`src/rtl/present_sched_pkg.sv`:
```
// rtl/present_sched_pkg.sv - shared types and widths for the PRESENT job scheduler
package present_sched_pkg;

  localparam int BLOCK_W = 64;
  localparam int KEY_W   = 80;

  typedef enum logic [1:0] {
    S_IDLE = 2'd0,
    S_LOAD = 2'd1,
    S_RUN  = 2'd2,
    S_RESP = 2'd3
  } state_t;

  typedef struct packed {
    logic [BLOCK_W-1:0] block;
    logic [KEY_W-1:0]   key;
    logic               encdec;
    logic               id;
  } job_t;

endpackage

```
`src/rtl/present_scheduler_if.sv`:
```
// rtl/present_scheduler_if.sv - request, core and response signals of the scheduler
interface present_scheduler_if;
  import present_sched_pkg::*;

  logic [1:0]         req_valid;
  logic [1:0]         req_ready;
  logic [BLOCK_W-1:0] req_block0;
  logic [BLOCK_W-1:0] req_block1;
  logic [KEY_W-1:0]   req_key0;
  logic [KEY_W-1:0]   req_key1;
  logic [1:0]         req_encdec;
  logic               core_rst;
  logic [BLOCK_W-1:0] core_block_i;
  logic [KEY_W-1:0]   core_key;
  logic               core_enc_dec;
  logic [BLOCK_W-1:0] core_block_o;
  logic               core_end;
  logic               resp_valid;
  logic               resp_ready;
  logic [BLOCK_W-1:0] resp_data;
  logic               resp_id;
  logic               resp_err;
  logic               busy;

  modport slave (
    input  req_valid, req_block0, req_block1, req_key0, req_key1, req_encdec,
    input  core_block_o, core_end, resp_ready,
    output req_ready, core_rst, core_block_i, core_key, core_enc_dec,
    output resp_valid, resp_data, resp_id, resp_err, busy
  );

  modport master (
    output req_valid, req_block0, req_block1, req_key0, req_key1, req_encdec,
    output core_block_o, core_end, resp_ready,
    input  req_ready, core_rst, core_block_i, core_key, core_enc_dec,
    input  resp_valid, resp_data, resp_id, resp_err, busy
  );

endinterface

```
`src/rtl/present_scheduler_arb.sv`:
```
// rtl/present_scheduler_arb.sv - two-way round-robin grant, pointer held by the caller
module rr_arbiter2 (
  input  logic [1:0] i_req_valid,
  input  logic       i_last_grant,
  output logic [1:0] o_grant
);

  always_comb begin
    o_grant = i_req_valid;
    if (&i_req_valid) begin
      o_grant = i_last_grant ? 2'b01 : 2'b10;
    end
  end

endmodule

```
`src/rtl/present_scheduler.sv`:
```
// rtl/present_scheduler.sv - arbitrates two requesters onto one PRESENT core
// Optional RUN watchdog: PRESENT_SCHED_TIMEOUT_EN.
module present_scheduler
  import present_sched_pkg::*;
#(
  parameter int RST_CYCLES     = 2,
  parameter int TIMEOUT_CYCLES = 4096
) (
  input  logic                clk,
  input  logic                rst,
  present_scheduler_if.slave  bus
);

  state_t             r_state;
  state_t             w_next;
  job_t               r_job;
  logic               r_last_grant;
  logic [3:0]         r_rst_cnt;
  logic [BLOCK_W-1:0] r_resp_data;
  logic [1:0]         w_grant;
  logic               w_accept;
  logic               w_sel;
  logic               w_timeout;

  rr_arbiter2 u_arb (
    .i_req_valid  (bus.req_valid),
    .i_last_grant (r_last_grant),
    .o_grant      (w_grant)
  );

  assign w_accept = (r_state == S_IDLE) && (|w_grant);
  assign w_sel    = w_grant[1];

`ifdef PRESENT_SCHED_TIMEOUT_EN
  logic [15:0] r_run_cnt;
  logic        r_resp_err;

  assign w_timeout    = (r_run_cnt == 16'(TIMEOUT_CYCLES - 1));
  assign bus.resp_err = r_resp_err;

  always_ff @(posedge clk or negedge rst) begin
    if (!rst) begin
      r_run_cnt  <= '0;
      r_resp_err <= 1'b0;
    end else if (r_state == S_LOAD) begin
      r_run_cnt <= '0;
    end else if (r_state == S_RUN) begin
      r_run_cnt <= r_run_cnt + 16'd1;
      if (bus.core_end) begin
        r_resp_err <= 1'b0;
      end else if (w_timeout) begin
        r_resp_err <= 1'b1;
      end
    end
  end
`else
  assign w_timeout    = 1'b0;
  assign bus.resp_err = 1'b0;
`endif

  always_comb begin
    w_next         = r_state;
    bus.req_ready  = 2'b00;
    bus.core_rst   = 1'b0;
    bus.resp_valid = 1'b0;
    unique case (r_state)
      S_IDLE: begin
        bus.req_ready = w_grant;
        bus.core_rst  = 1'b1;
        if (w_accept) w_next = S_LOAD;
      end
      S_LOAD: begin
        bus.core_rst = 1'b1;
        if (r_rst_cnt == 4'd0) w_next = S_RUN;
      end
      S_RUN: begin
        if (bus.core_end || w_timeout) w_next = S_RESP;
      end
      S_RESP: begin
        bus.resp_valid = 1'b1;
        if (bus.resp_ready) w_next = S_IDLE;
      end
      default: w_next = S_IDLE;
    endcase
  end

  always_ff @(posedge clk or negedge rst) begin
    if (!rst) begin
      r_state      <= S_IDLE;
      r_job        <= '0;
      r_last_grant <= 1'b1;
      r_rst_cnt    <= '0;
      r_resp_data  <= '0;
    end else begin
      r_state <= w_next;
      case (r_state)
        S_IDLE: begin
          if (w_accept) begin
            r_job <= '{block:  w_sel ? bus.req_block1 : bus.req_block0,
                       key:    w_sel ? bus.req_key1   : bus.req_key0,
                       encdec: bus.req_encdec[w_sel],
                       id:     w_sel};
            r_last_grant <= w_sel;
            r_rst_cnt    <= 4'(RST_CYCLES - 1);
          end
        end
        S_LOAD: begin
          if (r_rst_cnt != 4'd0) r_rst_cnt <= r_rst_cnt - 4'd1;
        end
        S_RUN: begin
          // A stale core_end can only be seen in IDLE/LOAD, so RUN trusts it
          if (bus.core_end) begin
            r_resp_data <= bus.core_block_o;
          end else if (w_timeout) begin
            r_resp_data <= '0;
          end
        end
        default: ;
      endcase
    end
  end

  assign bus.core_block_i = r_job.block;
  assign bus.core_key     = r_job.key;
  assign bus.core_enc_dec = r_job.encdec;
  assign bus.resp_data    = r_resp_data;
  assign bus.resp_id      = r_job.id;
  assign bus.busy         = (r_state != S_IDLE);

endmodule

```
`src/flat_wrapper.sv`:
```
// flat-port wrapper written by rule: the top's interface ports become plain ports
module present_scheduler_flat import present_sched_pkg::*;
#(
  parameter int RST_CYCLES     = 2,
  parameter int TIMEOUT_CYCLES = 4096
)
  (clk, rst, bus_req_valid, bus_req_block0, bus_req_block1, bus_req_key0, bus_req_key1, bus_req_encdec, bus_core_block_o, bus_core_end, bus_resp_ready, bus_req_ready, bus_core_rst, bus_core_block_i, bus_core_key, bus_core_enc_dec, bus_resp_valid, bus_resp_data, bus_resp_id, bus_resp_err, bus_busy);
  present_scheduler_if bus_i ();
  input  logic clk;
  input  logic rst;
  input wire logic [$bits(bus_i.req_valid)-1:0] bus_req_valid;
  input wire logic [$bits(bus_i.req_block0)-1:0] bus_req_block0;
  input wire logic [$bits(bus_i.req_block1)-1:0] bus_req_block1;
  input wire logic [$bits(bus_i.req_key0)-1:0] bus_req_key0;
  input wire logic [$bits(bus_i.req_key1)-1:0] bus_req_key1;
  input wire logic [$bits(bus_i.req_encdec)-1:0] bus_req_encdec;
  input wire logic [$bits(bus_i.core_block_o)-1:0] bus_core_block_o;
  input wire logic [$bits(bus_i.core_end)-1:0] bus_core_end;
  input wire logic [$bits(bus_i.resp_ready)-1:0] bus_resp_ready;
  output wire logic [$bits(bus_i.req_ready)-1:0] bus_req_ready;
  output wire logic [$bits(bus_i.core_rst)-1:0] bus_core_rst;
  output wire logic [$bits(bus_i.core_block_i)-1:0] bus_core_block_i;
  output wire logic [$bits(bus_i.core_key)-1:0] bus_core_key;
  output wire logic [$bits(bus_i.core_enc_dec)-1:0] bus_core_enc_dec;
  output wire logic [$bits(bus_i.resp_valid)-1:0] bus_resp_valid;
  output wire logic [$bits(bus_i.resp_data)-1:0] bus_resp_data;
  output wire logic [$bits(bus_i.resp_id)-1:0] bus_resp_id;
  output wire logic [$bits(bus_i.resp_err)-1:0] bus_resp_err;
  output wire logic [$bits(bus_i.busy)-1:0] bus_busy;
  assign bus_i.req_valid = bus_req_valid;
  assign bus_i.req_block0 = bus_req_block0;
  assign bus_i.req_block1 = bus_req_block1;
  assign bus_i.req_key0 = bus_req_key0;
  assign bus_i.req_key1 = bus_req_key1;
  assign bus_i.req_encdec = bus_req_encdec;
  assign bus_i.core_block_o = bus_core_block_o;
  assign bus_i.core_end = bus_core_end;
  assign bus_i.resp_ready = bus_resp_ready;
  assign bus_req_ready = bus_i.req_ready;
  assign bus_core_rst = bus_i.core_rst;
  assign bus_core_block_i = bus_i.core_block_i;
  assign bus_core_key = bus_i.core_key;
  assign bus_core_enc_dec = bus_i.core_enc_dec;
  assign bus_resp_valid = bus_i.resp_valid;
  assign bus_resp_data = bus_i.resp_data;
  assign bus_resp_id = bus_i.resp_id;
  assign bus_resp_err = bus_i.resp_err;
  assign bus_busy = bus_i.busy;
  present_scheduler #(.RST_CYCLES(RST_CYCLES), .TIMEOUT_CYCLES(TIMEOUT_CYCLES)) u_core (.clk(clk), .rst(rst), .bus(bus_i));
endmodule
```
`config.mk`:
```
export PLATFORM = sky130hd
export DESIGN_NAME = present_scheduler_flat
export DESIGN_NICKNAME = d
export VERILOG_FILES = /design/src/rtl/present_sched_pkg.sv /design/src/rtl/present_scheduler_if.sv /design/src/rtl/present_scheduler_arb.sv /design/src/rtl/present_scheduler.sv /design/src/flat_wrapper.sv
export SDC_FILE = /design/constraint.sdc
export NUM_CORES = 1
export LEC_CHECK = 0
export ABC_AREA = 0
export CORE_AREA = 4 4 224 226
export DETAILED_ROUTE_END_ITERATION = 8
export DIE_AREA = 0 0 228 230
export GPL_TIMING_DRIVEN = 0
export PLACE_DENSITY_LB_ADDON = 0.12
export SKIP_LAST_GASP = 1
export SLEW_MARGIN = 25
export SYNTH_ARGS = -nofsm -noshare
export SYNTH_HDL_FRONTEND = slang
export SYNTH_SLANG_ARGS = --single-unit
```
`constraint.sdc`:
```
create_clock -name clk -period 2.7 [get_ports clk]
set_input_delay 0.54 -clock clk [delete_from_list [all_inputs] [get_ports clk]]
set_output_delay 0.54 -clock clk [all_outputs]
set_load 0.01 [all_outputs]
```
# ---- After elaboration in Yosys (flattened, before gate mapping)
# Index checks and enable logic that the tools add are counted.
dict set report totals {
  out_inout_bits 216
  wordCells 48
  inputBits 360
  ff_bits 217
}
dict set report op_classes {
  addsub 1
  n_lt_le_gt_ge 1
  n_eq_ne 8
  mux 17
  n_reduce_logical 13
}
# operator count
set ops {}
lappend ops {{2-to-1 mux 80 bit} 1}
lappend ops {{2-to-1 mux 64 bit} 1}
lappend ops {{2-to-1 mux 2 bit} 7}
lappend ops {{2-to-1 mux 4 bit} 2}
lappend ops {{one-hot mux 2 bit (4 select lines)} 1}
lappend ops {{one-hot mux 4 bit (2 select lines)} 1}
lappend ops {{inequality test 2 x 1 -> 1 bit (second input constant)} 3}
lappend ops {{AND reduction 2 bit} 3}
lappend ops {{equality test 2 bit (second input constant)} 2}
lappend ops {{logical NOT 4 bit} 1}
lappend ops {{2-to-1 mux 1 bit} 4}
lappend ops {{inequality test 2 bit (second input constant)} 2}
lappend ops {{AND reduction 4 bit} 1}
lappend ops {{nonzero test 2 bit} 2}
lappend ops {{nonzero test 4 bit} 1}
lappend ops {{OR reduction 2 bit} 2}
lappend ops {{subtractor 4 x 1 -> 4 bit (second input constant)} 1}
lappend ops {{AND reduction 3 bit} 1}
lappend ops {{equality test 2 x 1 -> 1 bit (second input constant)} 1}
lappend ops {{logical NOT 2 bit} 1}
lappend ops {{less-than comparator 1 x 2 -> 1 bit (second input constant)} 1}
lappend ops {{logical AND 1 bit} 1}

# ---- Logic depth before layout (Yosys ltp)
dict set report depth {
  ltp_word 6
  ltp_mapped 9
  mapped_depth_nobuf 6
}

# ---- By module
# From an unflattened synthesis, not the netlist that was laid out.
dict set report hier_totals {
  cells_unflattened 821
  hier_area_um2 9494.1
}
# mod cells_per_inst area_each_um2 instances seq_area_each_um2
set modules_own_cells {}
lappend modules_own_cells {present_scheduler 818 9475.3 1 5431.5}
lappend modules_own_cells {rr_arbiter2 3 18.8 1 0.0}

# ---- Worst setup path after synthesis
# No wires, ideal clock.
dict set report synth_path {
  kind {register to register}
  start {register u_core.r_state[0]}
  end {register u_core.r_state[1]}
  required_ns 2.575
  arrival_ns 1.565
  path_buffers 1
  setup_slack_ns 1.010
  setup_ns 0.125
  stages_incl_launch_ff 7
  period_less_slack_ns 1.690
  path_cell_list {dfrtp_1 -> inv_1 -> ha_1 -> buf_4 -> or3b_1 -> o2111a_1 -> mux2_4}
}
dict set report synth_between {
  elab_chain_len 4
  elab_cells_between_ends 11
  classes_between {7 x eq/ne; 1 x mux; 3 x reduce/logical}
}
# item line_no
set synth_rtl {}
lappend synth_rtl {{from (decl)} present_scheduler.sv:14} ;# state_t r_state;
lappend synth_rtl {{from (signal assigned)} present_scheduler.sv:95} ;# r_state <= w_next;
lappend synth_rtl {{logical NOT 2 bit} {present_scheduler.sv:31, present_scheduler.sv:66}}
lappend synth_rtl {{logical AND 1 bit} present_scheduler.sv:31} ;# assign w_accept = (r_state == S_IDLE) && (|w_grant);
lappend synth_rtl {{inequality test 2 x 1 -> 1 bit (no source line)} -}
lappend synth_rtl {{AND reduction 4 bit (no source line)} -}
# Several ways; a longest one is shown, not always the timed one.
# A chain may end at the register's enable or synchronous reset.

# ---- Final worst setup path
dict set report layout_path {
  start {input bus_req_valid[1]}
  end {output bus_req_ready[1]}
}
dict set report layout_between {
  elab_chain_len 3
}
# item line_no
set layout_rtl {}
lappend layout_rtl {{from (decl)} flat_wrapper.sv:11} ;# input wire logic [$bits(bus_i.req_valid)-1:0] bus_req_valid;
lappend layout_rtl {{AND reduction 2 bit} present_scheduler_arb.sv:10} ;# if (&i_req_valid) begin
lappend layout_rtl {{2-to-1 mux 2 bit *} present_scheduler_arb.sv:10}
lappend layout_rtl {{2-to-1 mux 2 bit *} present_scheduler.sv:66} ;# unique case (r_state)
lappend layout_rtl {{to (decl)} flat_wrapper.sv:20} ;# output wire logic [$bits(bus_i.req_ready)-1:0] bus_req_ready;
# Every way passes the cells marked *; elsewhere a longest branch is shown, timed or not.

==> impl_metrics.env <==
export IMPL_viasPerCell=4.05
export IMPL_grt_antenna_before_repair=5
export IMPL_rows=81
export IMPL_drc=0
export IMPL_whs_ns=0.477
export IMPL_worst_slack_ns=0.124
export IMPL_synthCells=823
export IMPL_final_hold_viol_count=0
export IMPL_cp_buffers_inverters=3
export IMPL_place_port_buffers=574
export IMPL_cts_buffers=28
export IMPL_ys_flop_type="dfrtp_1"
export IMPL_max_stage_delay_ns=0.57
export IMPL_seq_area_frac_synth=0.562
export IMPL_fin_crit_ns=2.58
export IMPL_cp_slowest_cell="clkdlybuf4s50_1"
export IMPL_period_share=0.954
export IMPL_htreeDepth=1
export IMPL_drt_first_pass_iters=4
export IMPL_grt_use_total=0.149
export IMPL_end_kind="output port"
export IMPL_stdcell_area_sq_um=17200
export IMPL_gp_congestion=0.788
export IMPL_rsz0062_at_grt="false"
export IMPL_power_density_nw_per_um2=1050
export IMPL_cp_arrival_ns=2.04
export IMPL_synth_top_area_share=0.559
export IMPL_clock_skew_final_ns=0.0283
export IMPL_crit_family="buffers and inverters"
export IMPL_areaGrowthSynthToFinish_pct=78.1
export IMPL_leakage_uw=0.00728
export IMPL_cts_root_buffer_cell="clkbuf_16"
export IMPL_ys_ff_latch=217
export IMPL_ys_types=35
export IMPL_core_sq_um=48300
export IMPL_syn_area_sq_um=9670
export IMPL_slew_headroom=0.588
export IMPL_num_io_pins=576
export IMPL_worst_pin_slew_ns=0.618
export IMPL_path_class="primary input to output port"
export IMPL_grt_first_pass_wirelength_um=60200
export IMPL_grt_pass1_vias=9255
export IMPL_async_flop_share=1.00
export IMPL_synthesis_nets=1188
export IMPL_initial_utilization=0.200
export IMPL_synth_edf_count=0
export IMPL_antenna_left=0
export IMPL_postSynthAreaPerCell_sq_um=11.8
export IMPL_slew_violations=0
export IMPL_clock_sinks=217
export IMPL_hold_class="flop to flop"
export IMPL_post_cts_buffers=0
export IMPL_grt_start_max_net_pins=77
export IMPL_die_w_um=228
export IMPL_drive_gt1_frac=0.106
export IMPL_first_iter_violations=333
export IMPL_dr_total_vias=8404
export IMPL_clockBufferDepth=3
export IMPL_dp_hpwl_um=32100
export IMPL_die_height_um=230
export IMPL_wl_um=40700
export IMPL_yosysWarnings=0
export IMPL_yosysTopAreaCell="dfrtp_1"
export IMPL_status="complete, no violations"
export IMPL_clk_pin_slew_ns=0.05
export IMPL_clkLatencyLatePin_ns=0.56
export IMPL_grt_overflow=0
export IMPL_cp_required_ns=2.16
export IMPL_ir_drop_uv=436
export IMPL_cp_cell_sequence="clkdlybuf4s50_1 > a21boi_4 > buf_6 > and2_1 > dlygate4sd2_1"
export IMPL_yosys_top_cells_area="dfrtp_1, mux2i_1, mux2_2"
export IMPL_routedWlPerCell_um=19.6
export IMPL_setup_viol=0
export IMPL_worstPathMaxFanout=10
export IMPL_placed_area_sq_um=16300
export IMPL_layout_nets=1795
export IMPL_die_area_sq_um=52400
export IMPL_tritoncts="yes"
export IMPL_place_ws_ns=-0.210
export IMPL_start_kind="primary input"
export IMPL_fmax_mhz=388
export IMPL_cap_violations=0
cells in the mapped netlist (2+ instances only):
cell type	count
dfrtp_1	216
nand2_1	147
mux2i_1	146
o21ai_1	141
mux2_2	64
buf_2	19
clkbuf_1	19
buf_12	10
inv_1	9
o21ai_0	9
buf_6	5
ha_1	5
a21oi_1	3
a31oi_1	2
buf_4	2
nand2b_1	2
nand3_1	2
nand3b_1	2
nor2_1	2
nor2b_1	2
nor3b_1	2
state kept, by name, summed over array words and instances (netlist names):
signal,count
u_core.bus.core_enc_dec,1
u_core.bus.resp_id,1
u_core.r_last_grant,1
u_core.bus.resp_data,64
u_core.r_rst_cnt,4
u_core.bus.core_key,80
u_core.bus.core_block_i,64
u_core.r_state,2
cells by family after synthesis:
| family | Yosys count | share of synthesized area |
|---|---|---|
| adders and majority gates | 5 | 0.00647 |
| and+or+nand+nor | 164 | 0.0680 |
| DFF | 217 | 0.562 |
| muxes | 211 | 0.227 |
| buffers and inverters | 65 | 0.0503 |
| other | 1 | 0.000388 |
| AOI/OAI and AO/OA | 160 | 0.0861 |
placed cells by master (no fill, tap or decap), types with 3 or more instances in the layout:
cell / instances
a21oi_1: 3
buf_12: 10
buf_2: 19
buf_6: 5
bufinv_16: 4
clkbuf_1: 21
clkbuf_16: 28
clkbuf_8: 4
clkdlybuf4s50_1: 570
clkinv_2: 6
dfrtp_1: 216
diode_2: 5
dlygate4sd2_1: 3
ha_1: 5
inv_1: 9
mux2_2: 64
mux2i_1: 146
nand2_1: 147
o21ai_0: 9
o21ai_1: 141
timing repair:
item,in CTS,in global routing
hold buffers,1,0
gates resized for setup,3,1
endpoints found under the hold margin,68,0
setup endpoints to repair,3,1
power by group:
part | internal [uW] | total, uW | switching, uW
Combinational | 4650 | 8540 | 3890
Sequential | 4860 | 5690 | 830
Clock | 2380 | 3910 | 1530
worst min-delay path: stages, from the launching register on:
cell and delay, ns:
dfrtp_1 0.34, nand2_1 0.05, o21ai_0 0.06
through the flow:
step                      cells  power, uW  TNS [ns]  utilization
after floorplan             823       9370         0            -
after global placement     2019      14500  -2022.54        0.335
after detailed placement   2021      14500     -6.37        0.336
after CTS                  2070      18600         0        0.356
after global routing       2075      19400         0        0.356
final                      2075      18100         0        0.356
area by class of cell:
class | count | area, sq um
inverters | 9 | 33.8
plain buffers | 56 | 453
fillers | 4912 | 31100
multi-input cells | 541 | 3760
flip-flops and latches | 217 | 5430
well taps | 622 | 778
repair buffers | 577 | 5810
clock inverters | 14 | 190
diodes | 5 | 12.5
clock buffers | 34 | 763
worst paths after layout:
| path | startpoint | endpoint | slack, ns | depth (start not counted) |
|---|---|---|---|---|
| min in group asynchronous | rst | u_core.bus.resp_data[30]$_DFFE_PN0P_ | 0.54 | 2 |
| setup / recovery | bus_req_valid[1] | bus_req_ready[1] | 0.12 | 5 |
| hold / removal | u_core.bus.core_enc_dec$_DFFE_PN0P_ | u_core.bus.core_enc_dec$_DFFE_PN0P_ | 0.48 | 2 |
| hold reg to reg | u_core.bus.core_enc_dec$_DFFE_PN0P_ | u_core.bus.core_enc_dec$_DFFE_PN0P_ | 0.48 | 2 |
| max in group asynchronous | rst | u_core.bus.core_key[22]$_DFFE_PN0P_ | 1.27 | 3 |
| setup reg to reg | u_core.r_state[0]$_DFFE_PN0P_ | u_core.bus.core_key[41]$_DFFE_PN0P_ | 0.43 | 9 |
per-layer routing:
metal | vias to the layer above | global-route usage | wire, um
met4 | 0 | 0.0463 | 1250
met3 | 60 | 0.0446 | 2650
li1 | 4062 | - | -
met2 | 305 | 0.270 | 21000
met5 | - | 0 | 0
met1 | 3977 | 0.168 | 15800
Power figures use the tool's default switching activity.
